===== src/rtl/vga_text_engine.sv =====
// vga_text_engine: 80x60-cell style text-mode VGA raster with attribute colours, blink and underline cursor
module vga_text_engine #(
    parameter int H_ACTIVE   = 640,
    parameter int H_FP       = 16,
    parameter int H_SYNC     = 96,
    parameter int H_BP       = 48,
    parameter int V_ACTIVE   = 480,
    parameter int V_FP       = 10,
    parameter int V_SYNC     = 2,
    parameter int V_BP       = 33,
    parameter int H_BITS     = 10,
    parameter int V_BITS     = 10,
    parameter int CLK_DIV    = 2,
    parameter int COLOR_BITS = 4,
    parameter bit SYNC_POL   = 1'b0,
    parameter int BLINK_LOG2 = 5
) (
    input  logic                     CLK_50M,
    input  logic                     RST,
    input  logic                     CURSOR_EN,
    input  logic [H_BITS-4:0]        CURSOR_X,
    input  logic [V_BITS-4:0]        CURSOR_Y,
    output logic                     ROM_CE,
    output logic [H_BITS+V_BITS-7:0] MAP_ADDR,
    input  logic [7:0]               MAP_DATA,
    input  logic [7:0]               ATTR_DATA,
    output logic [10:0]              CHAR_ADDR,
    input  logic [7:0]               CHAR_DATA,
    output logic [COLOR_BITS-1:0]    VGA_R,
    output logic [COLOR_BITS-1:0]    VGA_G,
    output logic [COLOR_BITS-1:0]    VGA_B,
    output logic                     VGA_HSYNC,
    output logic                     VGA_VSYNC,
    output logic                     VGA_DE,
    output logic                     FRAME_START
);
    localparam int H_TOTAL = H_ACTIVE + H_FP + H_SYNC + H_BP;
    localparam int V_TOTAL = V_ACTIVE + V_FP + V_SYNC + V_BP;
    localparam int DIV_W   = CLK_DIV > 1 ? $clog2(CLK_DIV) : 1;
    localparam logic [DIV_W-1:0]  DIV_LAST = DIV_W'(CLK_DIV - 1);
    localparam logic [H_BITS-1:0] H_LAST   = H_BITS'(H_TOTAL - 1);
    localparam logic [H_BITS-1:0] H_VIS    = H_BITS'(H_ACTIVE);
    localparam logic [H_BITS-1:0] HS_BEG   = H_BITS'(H_ACTIVE + H_FP);
    localparam logic [H_BITS-1:0] HS_END   = H_BITS'(H_ACTIVE + H_FP + H_SYNC - 1);
    localparam logic [V_BITS-1:0] V_LAST   = V_BITS'(V_TOTAL - 1);
    localparam logic [V_BITS-1:0] V_VIS    = V_BITS'(V_ACTIVE);
    localparam logic [V_BITS-1:0] VS_BEG   = V_BITS'(V_ACTIVE + V_FP);
    localparam logic [V_BITS-1:0] VS_END   = V_BITS'(V_ACTIVE + V_FP + V_SYNC - 1);

    logic [DIV_W-1:0]      div;
    logic                  ce;
    logic [H_BITS-1:0]     hcount, hcount_d1, hcount_d2;
    logic [V_BITS-1:0]     vcount, vcount_d1, vcount_d2;
    logic                  cur_hit, cur_d1, cur_d2;
    logic                  valid_d1, valid_d2;
    logic [7:0]            attr_d2;
    logic [BLINK_LOG2-1:0] frame_cnt;
    logic                  phase, pixel, active, hs_on, vs_on, unused_attr;
    logic [2:0]            fg, bg, col;

    always_comb begin
        ce          = div == DIV_LAST;
        ROM_CE      = ce;
        MAP_ADDR    = {vcount[V_BITS-1:3], hcount[H_BITS-1:3]};
        CHAR_ADDR   = {MAP_DATA, vcount_d1[2:0]};
        cur_hit     = CURSOR_EN && hcount[H_BITS-1:3] == CURSOR_X &&
                      vcount[V_BITS-1:3] == CURSOR_Y && vcount[2:0] == 3'd7;
        phase       = frame_cnt[BLINK_LOG2-1];
        pixel       = CHAR_DATA[3'd7 - hcount_d2[2:0]] | (cur_d2 & ~phase);
        bg          = attr_d2[6:4];
        fg          = (attr_d2[7] && phase) ? bg : attr_d2[2:0];
        col         = pixel ? fg : bg;
        unused_attr = attr_d2[3];
        // valid_d2 keeps reset-cleared pipeline contents from ever being displayed
        active      = valid_d2 && hcount_d2 < H_VIS && vcount_d2 < V_VIS;
        hs_on       = valid_d2 && hcount_d2 >= HS_BEG && hcount_d2 <= HS_END;
        vs_on       = valid_d2 && vcount_d2 >= VS_BEG && vcount_d2 <= VS_END;
    end

    always_ff @(posedge CLK_50M) begin
        if (RST) begin
            div         <= '0;
            hcount      <= '0;
            vcount      <= '0;
            hcount_d1   <= '0;
            vcount_d1   <= '0;
            hcount_d2   <= '0;
            vcount_d2   <= '0;
            cur_d1      <= 1'b0;
            cur_d2      <= 1'b0;
            valid_d1    <= 1'b0;
            valid_d2    <= 1'b0;
            attr_d2     <= '0;
            frame_cnt   <= '0;
            VGA_R       <= '0;
            VGA_G       <= '0;
            VGA_B       <= '0;
            VGA_DE      <= 1'b0;
            VGA_HSYNC   <= ~SYNC_POL;
            VGA_VSYNC   <= ~SYNC_POL;
            FRAME_START <= 1'b0;
        end else begin
            div         <= ce ? '0 : div + 1'b1;
            FRAME_START <= ce && valid_d2 && hcount_d2 == '0 && vcount_d2 == '0;
            if (ce) begin
                hcount    <= hcount == H_LAST ? '0 : hcount + 1'b1;
                if (hcount == H_LAST)
                    vcount <= vcount == V_LAST ? '0 : vcount + 1'b1;
                if (hcount == H_LAST && vcount == V_LAST)
                    frame_cnt <= frame_cnt + 1'b1;
                hcount_d1 <= hcount;
                vcount_d1 <= vcount;
                cur_d1    <= cur_hit;
                valid_d1  <= 1'b1;
                hcount_d2 <= hcount_d1;
                vcount_d2 <= vcount_d1;
                cur_d2    <= cur_d1;
                valid_d2  <= valid_d1;
                attr_d2   <= ATTR_DATA;
                VGA_R     <= active ? {COLOR_BITS{col[2]}} : '0;
                VGA_G     <= active ? {COLOR_BITS{col[1]}} : '0;
                VGA_B     <= active ? {COLOR_BITS{col[0]}} : '0;
                VGA_DE    <= active;
                VGA_HSYNC <= hs_on ? SYNC_POL : ~SYNC_POL;
                VGA_VSYNC <= vs_on ? SYNC_POL : ~SYNC_POL;
            end
        end
    end
endmodule

===== config.mk =====
export PLATFORM = sky130hd
export DESIGN_NAME = vga_text_engine
export DESIGN_NICKNAME = d
export VERILOG_FILES = /design/src/rtl/vga_text_engine.sv
export SDC_FILE = /design/constraint.sdc
export NUM_CORES = 1
export LEC_CHECK = 0
export CELL_PAD_IN_SITES_DETAIL_PLACEMENT = 1
export CELL_PAD_IN_SITES_GLOBAL_PLACEMENT = 1
export CORE_MARGIN = 2
export CORE_UTILIZATION = 41
export DETAILED_ROUTE_END_ITERATION = 16
export PLACE_DENSITY_LB_ADDON = 0.1
export REMOVE_ABC_BUFFERS = 1
export SLEW_MARGIN = 20
export SYNTH_ARGS = -nofsm -noshare
export SYNTH_HDL_FRONTEND = slang
export SYNTH_SLANG_ARGS = --single-unit
export TNS_END_PERCENT = 50

===== constraint.sdc =====
create_clock -name CLK_50M -period 2.5 [get_ports CLK_50M]
set_input_delay 0.375 -clock CLK_50M [delete_from_list [all_inputs] [get_ports CLK_50M]]
set_output_delay 0.375 -clock CLK_50M [all_outputs]
set_load 0.01 [all_outputs]

==> results.md <==
* Mux contribution to synthesized area at 0.138
* Root Driver: clkbuf_8
* Synth Area in Simple Gates at 0.196
* Synth Area in Compound Gates at 0.0326
* Via count at 2,850
* Dominant combinational cell family by area after synthesis: simple AND/OR/NAND/NOR gates
* Post-Synth XOR/XNOR Area at 0.0791
* DIE WIDTH at 101 um
* Die height at 101 um
* Largest cells by area after synthesis: dfxtp_1 (43%), mux2i_1 (13%), nor2_1 (8.0%), buf_4 (6.6%), xor2_1 (5.2%)
* Max-cap violation count at 0
* RSZ-0062 raised after global routing: no
* Share of the synthesized area in the top cell type at 0.434
* Sequential power share at 0.543
* Slew margin rel. at 0.557
* Status: finished clean
* Sw frac at 0.225
* Layout Cells excl Fill at 567
* Comb pwr share at 0.068
* Worst-Margin Slew at 0.665 ns
* Gpl congestion at 0.756
* Power per cell area at 554 mW/mm^2
* HP Class: register to register
* Worst VDD drop at 0.000316 V
* Cell internal pwr at 1.96 mW
* Clock power share at 0.389
* Clk Latency, worst-skew pair at 0.35 ns
* CTS H-Tree Depth at 3
* Detailed-router iteration count before antenna repair at 4
* Boundary Pins at 83
* Share of layout cells above drive strength 1 at 0.0636
* Clk buf depth at 2
* Critical Path AT at 2.17 ns
* Clock transition at path regs at 0.08 ns
* Max Slew Vio Count at 0
* DRT iter0 DRCs at 62
* Crit-path max FO at 8
* Crit Path Class: register to register
* Post-CTS sizing at 0
* DR vias/cell at 5.03
* Setup TNS at 0 ns
* Final Hold Fails at 0
* Initial Util at 0.422
* Synth Instances at 425
* Leakage power at 1.74 nW
* Die Area at 0.0103 mm^2
* Final routed DRC violation total at 0
* Post-Place Cells at 551
* I/O Buffers at 65
* Initial antenna violation count at 0
* Row Count at 35
* Mapped Avg Cell Area at 9.12 um^2
* WL final at 8.63 mm
* Largest net degree at the start of global routing at 65
* Antenna diodes at 0
* Crit end category: register
* Ys Warns at 0
* Clock skew at 0.00888 ns
* Wire per inst at 15.2 um
* CTS Hold Buffers Added at 0
* CP Launch Type: register
* Detail Placement HPWL at 6.26 mm
* Final setup viols at 0
* Post-synth EDFFs at 0
* Ys async rst share at 0
* Netlist Area Pre-Place at 0.00388 mm^2
* Setup WS post-layout at 0.569 ns
* Post-CTS setup buffers at 0
* Commonest non-fill, non-tap cells in the layout: dfxtp_1 (83), nor2_1 (83), clkdlybuf4s50_1 (64)
* Yosys reg bits at 84
* Layout overhead on the synthesized area at 17.6%
* TritonCTS buffer count at 9
* Req. time, crit path at 2.74 ns
* Cell variety after synth at 39
* Adder-cell share of the synthesized area at 0.0161
* Core ar. at 0.00920 mm^2
* Period Utilization, post-route at 0.772
* Net count, final at 497
* Sequential fraction of the synthesis area at 0.434
* CTS tree: yes
* Net Sw Power at 0.567 mW
* Pre-CTS setup slack at 0.447 ns
* Cell accounting for the most synthesized area: dfxtp_1
* F_max at 0.518 GHz
* Sink Count at 84
* Vias in the first global route at 2,847
* Antenna Nets Post-Route at 0
* Main synth FF type: dfxtp_1
* GRT Residual Overflow at 0
* Tmin final at 1.93 ns
* GRT Resource Usage Total at 0.178
* First-pass GRT wire length at 14.2 mm
==> logic make-up (layout without fill, tap and decap cells) <==
family,count (synthesis),count (layout)
AOI/OAI and AO/OA,17,17
DFF,84,84
buffers and inverters,69,100
adders and majority gates,5,5
muxes,53,53
xor gates and xnor gates,35,35
and+or+nand+nor,162,162
==> through the flow <==
stage	instance area (um^2)	hold slack (ns)	util	power, mW
5_1_grt	4560	0.476	0.496	2.63
3_3_place_gp	4360	0.432	0.474	1.57
2_1_floorplan	3520	0.415	-	1.49
3_5_place_dp	4360	0.432	0.474	1.58
4_1_cts	4560	0.442	0.496	2.56
6_report	4560	0.444	0.496	2.52
==> power groups by stage <==
| stage | clock (mW) | combinational, mW | sequential, mW |
|---|---|---|---|
| detailed placement | 0 | 0.174 | 1.40 |
| global route | 1.06 | 0.188 | 1.37 |
| floorplan | 0 | 0.0729 | 1.41 |
| finish | 0.983 | 0.171 | 1.37 |
| global placement | 0 | 0.171 | 1.40 |
| CTS | 1.02 | 0.174 | 1.37 |
==> final timing paths <==
path / depth (start not counted) / slack (ns) / from / endpoint
min: 2 / 0.44 / cur_d1$_SDFFE_PP0P_ / cur_d1$_SDFFE_PP0P_
min reg2reg: 2 / 0.44 / cur_d1$_SDFFE_PP0P_ / cur_d1$_SDFFE_PP0P_
max: 7 / 0.57 / vcount[0]$_SDFFE_PP0P_ / vcount[8]$_SDFFE_PP0P_
max reg2reg: 7 / 0.57 / vcount[0]$_SDFFE_PP0P_ / vcount[8]$_SDFFE_PP0P_
==> worst max-delay path, stage by stage, from the launching register on <==
cell and delay [ns]:
dfxtp_1 0.38, inv_1 0.08, ha_1 0.13, nor4b_1 0.21
nand4_1 0.36, nor2_1 0.32, or2_2 0.27, nor2_1 0.07
==> state kept, by name (all words and copies together), names as in the netlist, 5 cells and up <==
register	cells
attr_d2	7
frame_cnt	5
hcount	10
hcount_d1	10
hcount_d2	10
vcount	10
vcount_d1	10
vcount_d2	10
==> cell usage after synthesis (all sizes together), types with 2 or more instances <==
library cell  instances
a2111o                3
a21oi                 6
and3                  3
and4                  2
and4b                 2
buf                  46
clkbuf               11
dfxtp                84
ha                    5
inv                  12
mux2i                52
nand2                24
nand2b                2
nand3                12
nand3b                2
nand4                 8
nor2                 83
nor3                 10
nor3b                 2
nor4                  7
o21ai                 2
o311ai                3
xnor2                12
xor2                 23
==> area by class of cell <==
| cell class | count | area [um^2] |
|---|---|---|
| fill | 1069 | 4640 |
| multi-input combinational | 272 | 1790 |
| sequential | 84 | 1690 |
| timing repair buffer | 72 | 698 |
| clock buffer | 12 | 155 |
| tap | 111 | 139 |
| clock inverter | 4 | 47.5 |
| inverter | 12 | 45.0 |
==> layer usage <==
layer  share of wire  wire length [um]  GRT usage  vias to the layer above
li1                -                 -          -                     1437
met1            0.48              4110      0.232                     1349
met2            0.48              4100      0.290                       54
met3           0.037               318     0.0476                       10
met4           0.012               104     0.0520                        0
met5               0                 0          0                        -
(Power assumes the default switching activity.)
